[config.mk]
export PLATFORM = sky130hd
export DESIGN_NAME = rijndael_round_ctrl
export DESIGN_NICKNAME = d
export VERILOG_FILES = /design/src/rtl/rijndael_pkg.sv /design/src/rtl/rijndael_round_ctrl.sv
export SDC_FILE = /design/constraint.sdc
export NUM_CORES = 1
export LEC_CHECK = 0
export ABC_AREA = 1
export BUFFER_PORTS_ARGS = -buffer_cell sky130_fd_sc_hd__clkbuf_2
export CAP_MARGIN = 20
export CORE_UTILIZATION = 35
export DETAILED_ROUTE_END_ITERATION = 12
export SETUP_SLACK_MARGIN = 0.15
export SYNTH_ARGS = -nofsm -noshare
export SYNTH_HDL_FRONTEND = slang
export SYNTH_SLANG_ARGS = --single-unit
export TNS_END_PERCENT = 20
[constraint.sdc]
create_clock -name clk_i -period 7.8 [get_ports clk_i]
set_clock_uncertainty 0.15 [all_clocks]
set_input_delay 1.17 -clock clk_i [delete_from_list [all_inputs] [get_ports clk_i]]
set_output_delay 1.17 -clock clk_i [all_outputs]
set_load 0.02 [all_outputs]
[src/rtl/rijndael_pkg.sv]
// Shared types and elaboration-time helpers for the Rijndael cipher blocks.
package rijndael_pkg;

  // Round-controller state encoding.
  typedef enum logic [1:0] {
    IDLE  = 2'd0,
    LOAD  = 2'd1,
    ROUND = 2'd2,
    DONE  = 2'd3
  } ctrl_state_e;

  // Number of rounds for a given block and key size (in 32-bit words).
  function automatic int unsigned nr(input int unsigned nb, input int unsigned nk);
    return ((nb > nk) ? nb : nk) + 32'd6;
  endfunction

  // Rijndael defines block and key sizes of 4, 6 or 8 words only.
  function automatic bit legal_size(input int unsigned n);
    return (n == 32'd4) || (n == 32'd6) || (n == 32'd8);
  endfunction

endpackage

[src/rtl/rijndael_round_ctrl.sv]
// Sequences one Rijndael block: key capture, keyschedule reload, NR+1 round-key
// applications, then a held result handshake. One block in flight at a time.
module rijndael_round_ctrl
  import rijndael_pkg::*;
#(
  parameter  int unsigned NB = 4,
  parameter  int unsigned NK = 4,
  localparam int unsigned NR = nr(NB, NK),
  localparam int unsigned RW = $clog2(NR + 1),
  localparam int unsigned KW = 32 * NK
) (
  input  logic          clk_i,
  input  logic          rst_i,
  input  logic          in_valid_i,
  output logic          in_ready_o,
  input  logic [KW-1:0] key_i,
  input  logic          flush_i,
  output logic [KW-1:0] key_o,
  output logic          ks_rst_no,
  output logic          ks_en_o,
  output logic          dp_load_o,
  output logic          dp_en_o,
  output logic          dp_last_o,
  output logic [RW-1:0] round_o,
  output logic          out_valid_o,
  input  logic          out_ready_i
);

  if (!legal_size(NB) || !legal_size(NK)) begin : g_bad_size
    $error("rijndael_round_ctrl: NB and NK must each be 4, 6 or 8");
  end

  ctrl_state_e   state_q, state_d;
  logic [RW-1:0] round_q, round_d;
  logic [KW-1:0] key_q, key_d;
  logic          in_ready_q, in_ready_d;
  logic          ks_rst_n_q, ks_rst_n_d;
  logic          ks_en_q, ks_en_d;
  logic          dp_load_q, dp_load_d;
  logic          dp_en_q, dp_en_d;
  logic          dp_last_q, dp_last_d;
  logic          out_valid_q, out_valid_d;

  // Next state, round counter and key capture; outputs decoded from the next
  // state so the registered outputs line up with the state they describe.
  always_comb begin
    state_d = state_q;
    round_d = round_q;
    key_d   = key_q;

    case (state_q)
      IDLE: begin
        if (in_valid_i) begin
          key_d   = key_i;
          state_d = LOAD;
        end
      end
      LOAD: begin
        round_d = '0;
        state_d = ROUND;
      end
      ROUND: begin
        if (round_q == RW'(NR)) begin
          state_d = DONE;
        end else begin
          round_d = round_q + RW'(1);
        end
      end
      DONE: begin
        if (out_ready_i) begin
          round_d = '0;
          state_d = IDLE;
        end
      end
      default: begin
        round_d = '0;
        state_d = IDLE;
      end
    endcase

    // Abort wins over accept and over the result handshake.
    if (flush_i) begin
      key_d   = key_q;
      round_d = '0;
      state_d = IDLE;
    end

    in_ready_d  = (state_d == IDLE);
    ks_rst_n_d  = (state_d == ROUND) || (state_d == DONE);
    dp_load_d   = (state_d == ROUND) && (round_d == '0);
    dp_en_d     = (state_d == ROUND) && (round_d != '0);
    dp_last_d   = (state_d == ROUND) && (round_d == RW'(NR));
    ks_en_d     = (state_d == ROUND) && (round_d != RW'(NR));
    out_valid_d = (state_d == DONE);
  end

  // State, counter, key and output registers.
  always_ff @(posedge clk_i or posedge rst_i) begin
    if (rst_i) begin
      state_q     <= IDLE;
      round_q     <= '0;
      key_q       <= '0;
      in_ready_q  <= 1'b0;
      ks_rst_n_q  <= 1'b0;
      ks_en_q     <= 1'b0;
      dp_load_q   <= 1'b0;
      dp_en_q     <= 1'b0;
      dp_last_q   <= 1'b0;
      out_valid_q <= 1'b0;
    end else begin
      state_q     <= state_d;
      round_q     <= round_d;
      key_q       <= key_d;
      in_ready_q  <= in_ready_d;
      ks_rst_n_q  <= ks_rst_n_d;
      ks_en_q     <= ks_en_d;
      dp_load_q   <= dp_load_d;
      dp_en_q     <= dp_en_d;
      dp_last_q   <= dp_last_d;
      out_valid_q <= out_valid_d;
    end
  end

  assign in_ready_o  = in_ready_q;
  assign key_o       = key_q;
  assign ks_rst_no   = ks_rst_n_q;
  assign ks_en_o     = ks_en_q;
  assign dp_load_o   = dp_load_q;
  assign dp_en_o     = dp_en_q;
  assign dp_last_o   = dp_last_q;
  assign round_o     = round_q;
  assign out_valid_o = out_valid_q;

endmodule

==> metrics.cfg <==
[critical_path]
r2r_start=state_q[1]$_DFF_PP0_
crit_family=buffers and inverters
worst-endpoint-required_ns=7.94
slowest_delay_ns=0.79
data_arrival_at_the_endpoint_of_the_critical_path_ns=2.89
end_kind=flop
critPathBufInv=3
critical_path.cell_chain=clkbuf_2, inv_1, nand3_4, buf_4, mux2_2
startpoint_type=primary input
startpoint=flush_i
cell_with_the_largest_stage_delay_on_the_worst_path=sky130_fd_sc_hd__buf_4
worstPathMaxFanout=62
path_class=in2reg

[timing]
final.setup.tns_ns=0
finalHoldViolCount=0
measured_slew_at_the_worst_slew_check_pin_ns=1.00
finalCriticalPeriod_ns=2.75
max_slew_violation_count=0
worst_slew_margin_rel_pct=33.1
grt_setup_unrepaired=no
fmaxAchievable_ghz=0.363
timing.final.crit_share_pct=35.3
finalSetupViolCount=0

[floorplan]
fp.coreArea_um2=16100
dieHeight_um=131
placement_rows=46
die_width_um=131
floorplan.die_area_um2=17200
ioPinCount=272
starting_utilization_of_the_core_area_pct=36.2

[synthesis]
yosys-top-cells-area=sky130_fd_sc_hd__dfrtp_1 60%, sky130_fd_sc_hd__mux2_4 26%, sky130_fd_sc_hd__mux2_2 4.8%
yosys_register_bits=141
postSynthNetCount=493
synthDominantCellAreaShare_pct=60.4
number_of_warning_messages_in_the_yosys_log=0
synth.cell_area_um2=5840
synth.lib_cells_used.distinct=18
synthesis.area_per_instance_um2=16.3
synth.yosys.seq_area_share_pct=60.4
synthDominantAreaCellType=sky130_fd_sc_hd__dfrtp_1
syn-instance-count=358

[placed_design]
port-buffer-count=271
dp_hpwl_um=9280
routability_congestion_estimate=0.810

[status]
status=finished, final reports clean

[pwr]
power.density_nw_per_um2=452
vdd_drop_max_v=0.000177
p_leak_nw=4.38

[cts]
cts_num_sinks=141
path_clk_slew_ns=0.05
postCtsSetupRepairBufs=0
holdBufCountCts=0
cts-buffers-inserted=17
cts_repair_resize_count=0
ctsLongestPathBuffers=2
tritoncts_clock_tree=yes
insertion_delay_ns=0.40
cts_root_buffer=sky130_fd_sc_hd__clkbuf_16
clock_tree.htree_level_count=4

[worst_hold_path]
hold_class=reg2reg
worstHoldStart=key_o[30]$_DFFE_PP0P_

[final_layout]
finish.net_count=772
layout_commonest_cell=sky130_fd_sc_hd__clkbuf_2
fill_cells=1431
final_cell_mix=271 x sky130_fd_sc_hd__clkbuf_2, 141 x sky130_fd_sc_hd__dfrtp_1, 100 x sky130_fd_sc_hd__mux2_4
n_antenna_cell=0
final_layout_size_suffix_gt1_share_pct=66.5
final_core_util_pct=49.3
synthToLayoutAreaGrowth_pct=36.1

[route]
vias_per_cell=4.41
detail_route.iter0.violations=132
postRouteWirelength_um=12900
route.detailed.drc=0
drtPass1Iterations=4
route.detailed.wl_per_inst_um=14.9
routed-via-count=3820
count_of_nets_left_with_antenna_violations_after_detail_routing=0

[global_route]
maximum_number_of_pins_on_one_net_before_global_route_repair=74
global_route_wire_length_before_repair_um=21600
grt_use_total_pct=15.9
grt_overflow=0
grt_pass1_vias=4140
antenna_found_initial=0

[flow_run]
maxCapViolCount=0

sequential cells by signal, indices dropped and copies added (netlist names):
| name | cells |
|---|---|
| ks_rst_no | 1 |
| dp_en_o | 1 |
| ks_en_o | 1 |
| in_ready_o | 1 |
| round_o | 4 |
| out_valid_o | 1 |
| dp_last_o | 1 |
| key_o | 128 |
| state_q | 2 |
| dp_load_o | 1 |
routing by layer:
layer  global-route usage (%)  wire, um  vias to the layer above
li1                         -         -                     1774
met1                     19.0      5320                     1872
met2                     26.2      6440                      158
met3                     5.79       856                       16
met4                     5.29       249                        0
met5                        0         0                        -
kinds of logic (layout without fill, tap and decap cells):
logic type               after synthesis  after routing  share of synthesized area [%]
adder cells (fa/ha/maj)                2              2                          0.428
AO/OA/AOI/OAI                          4              4                          0.343
AND/OR/NAND/NOR                       50             50                           3.79
buffers and inverters                 33            325                           3.92
flip-flops                           141            141                           60.4
multiplexers                         128            128                           31.1
cell type report:
type / count / area [um2] / area share, %
sequential: 141 / 3530 / 44.4
multi-input combinational: 184 / 2090 / 26.3
timing repair buffer: 274 / 1380 / 17.3
clock buffer: 22 / 464 / 5.84
tap: 216 / 270 / 3.40
clock inverter: 10 / 139 / 1.75
inverter: 19 / 76.3 / 0.960
worst reg2reg max path, cell delays in order, from the launching register on:
cell	delay (ns)
sky130_fd_sc_hd__dfrtp_1	0.46
sky130_fd_sc_hd__nor2_2	0.10
sky130_fd_sc_hd__nand3_4	0.21
sky130_fd_sc_hd__buf_4	0.79
sky130_fd_sc_hd__mux2_2	0.48
per-stage QoR:
| step | instances | hold WS [ns] | cell area, um2 | worst slack (ns) | total power [mW] |
|---|---|---|---|---|---|
| finish | 866 | 0.342 | 7950 | 5.05 | 3.59 |
| global route | 866 | 0.364 | 7950 | 4.95 | 3.79 |
| CTS | 866 | 0.349 | 7950 | 5.04 | 3.64 |
| detailed placement | 834 | 0.337 | 7340 | 4.61 | 2.80 |
| global placement | 834 | 0.327 | 7340 | 4.66 | 2.77 |
| floorplan | 358 | 0.465 | 5840 | 2.70 | 2.30 |
power by group:
part	internal, mW	total, mW	switching, mW
registers	1.09	1.29	0.205
clock network	0.520	0.809	0.289
logic	0.692	1.49	0.797
total	2.30	3.59	1.29
cell usage after synthesis:
cell,n
sky130_fd_sc_hd__a21oi_1,3
sky130_fd_sc_hd__buf_6,14
sky130_fd_sc_hd__dfrtp_1,141
sky130_fd_sc_hd__ha_1,2
sky130_fd_sc_hd__inv_1,19
sky130_fd_sc_hd__mux2_1,3
sky130_fd_sc_hd__mux2_2,25
sky130_fd_sc_hd__mux2_4,100
sky130_fd_sc_hd__nand2_1,22
sky130_fd_sc_hd__nand2_2,1
sky130_fd_sc_hd__nand3_1,11
sky130_fd_sc_hd__nand3_2,1
sky130_fd_sc_hd__nand3b_1,1
sky130_fd_sc_hd__nand4_1,1
sky130_fd_sc_hd__nor2_1,10
sky130_fd_sc_hd__nor2_2,1
sky130_fd_sc_hd__nor3_1,2
sky130_fd_sc_hd__o21ai_0,1
worst paths after layout:
path | cells after the start | to | slack, ns
setup / recovery | 5 | key_o[39]$_DFFE_PP0P_ | 5.05
hold / removal | 1 | key_o[30]$_DFFE_PP0P_ | 0.34
setup reg to reg | 4 | key_o[39]$_DFFE_PP0P_ | 5.49
hold reg to reg | 1 | key_o[30]$_DFFE_PP0P_ | 0.34
max in group asynchronous | 3 | key_o[75]$_DFFE_PP0P_ | 5.43
min in group asynchronous | 2 | key_o[88]$_DFFE_PP0P_ | 0.68
Note: power is estimated with default switching activity, not from simulation.
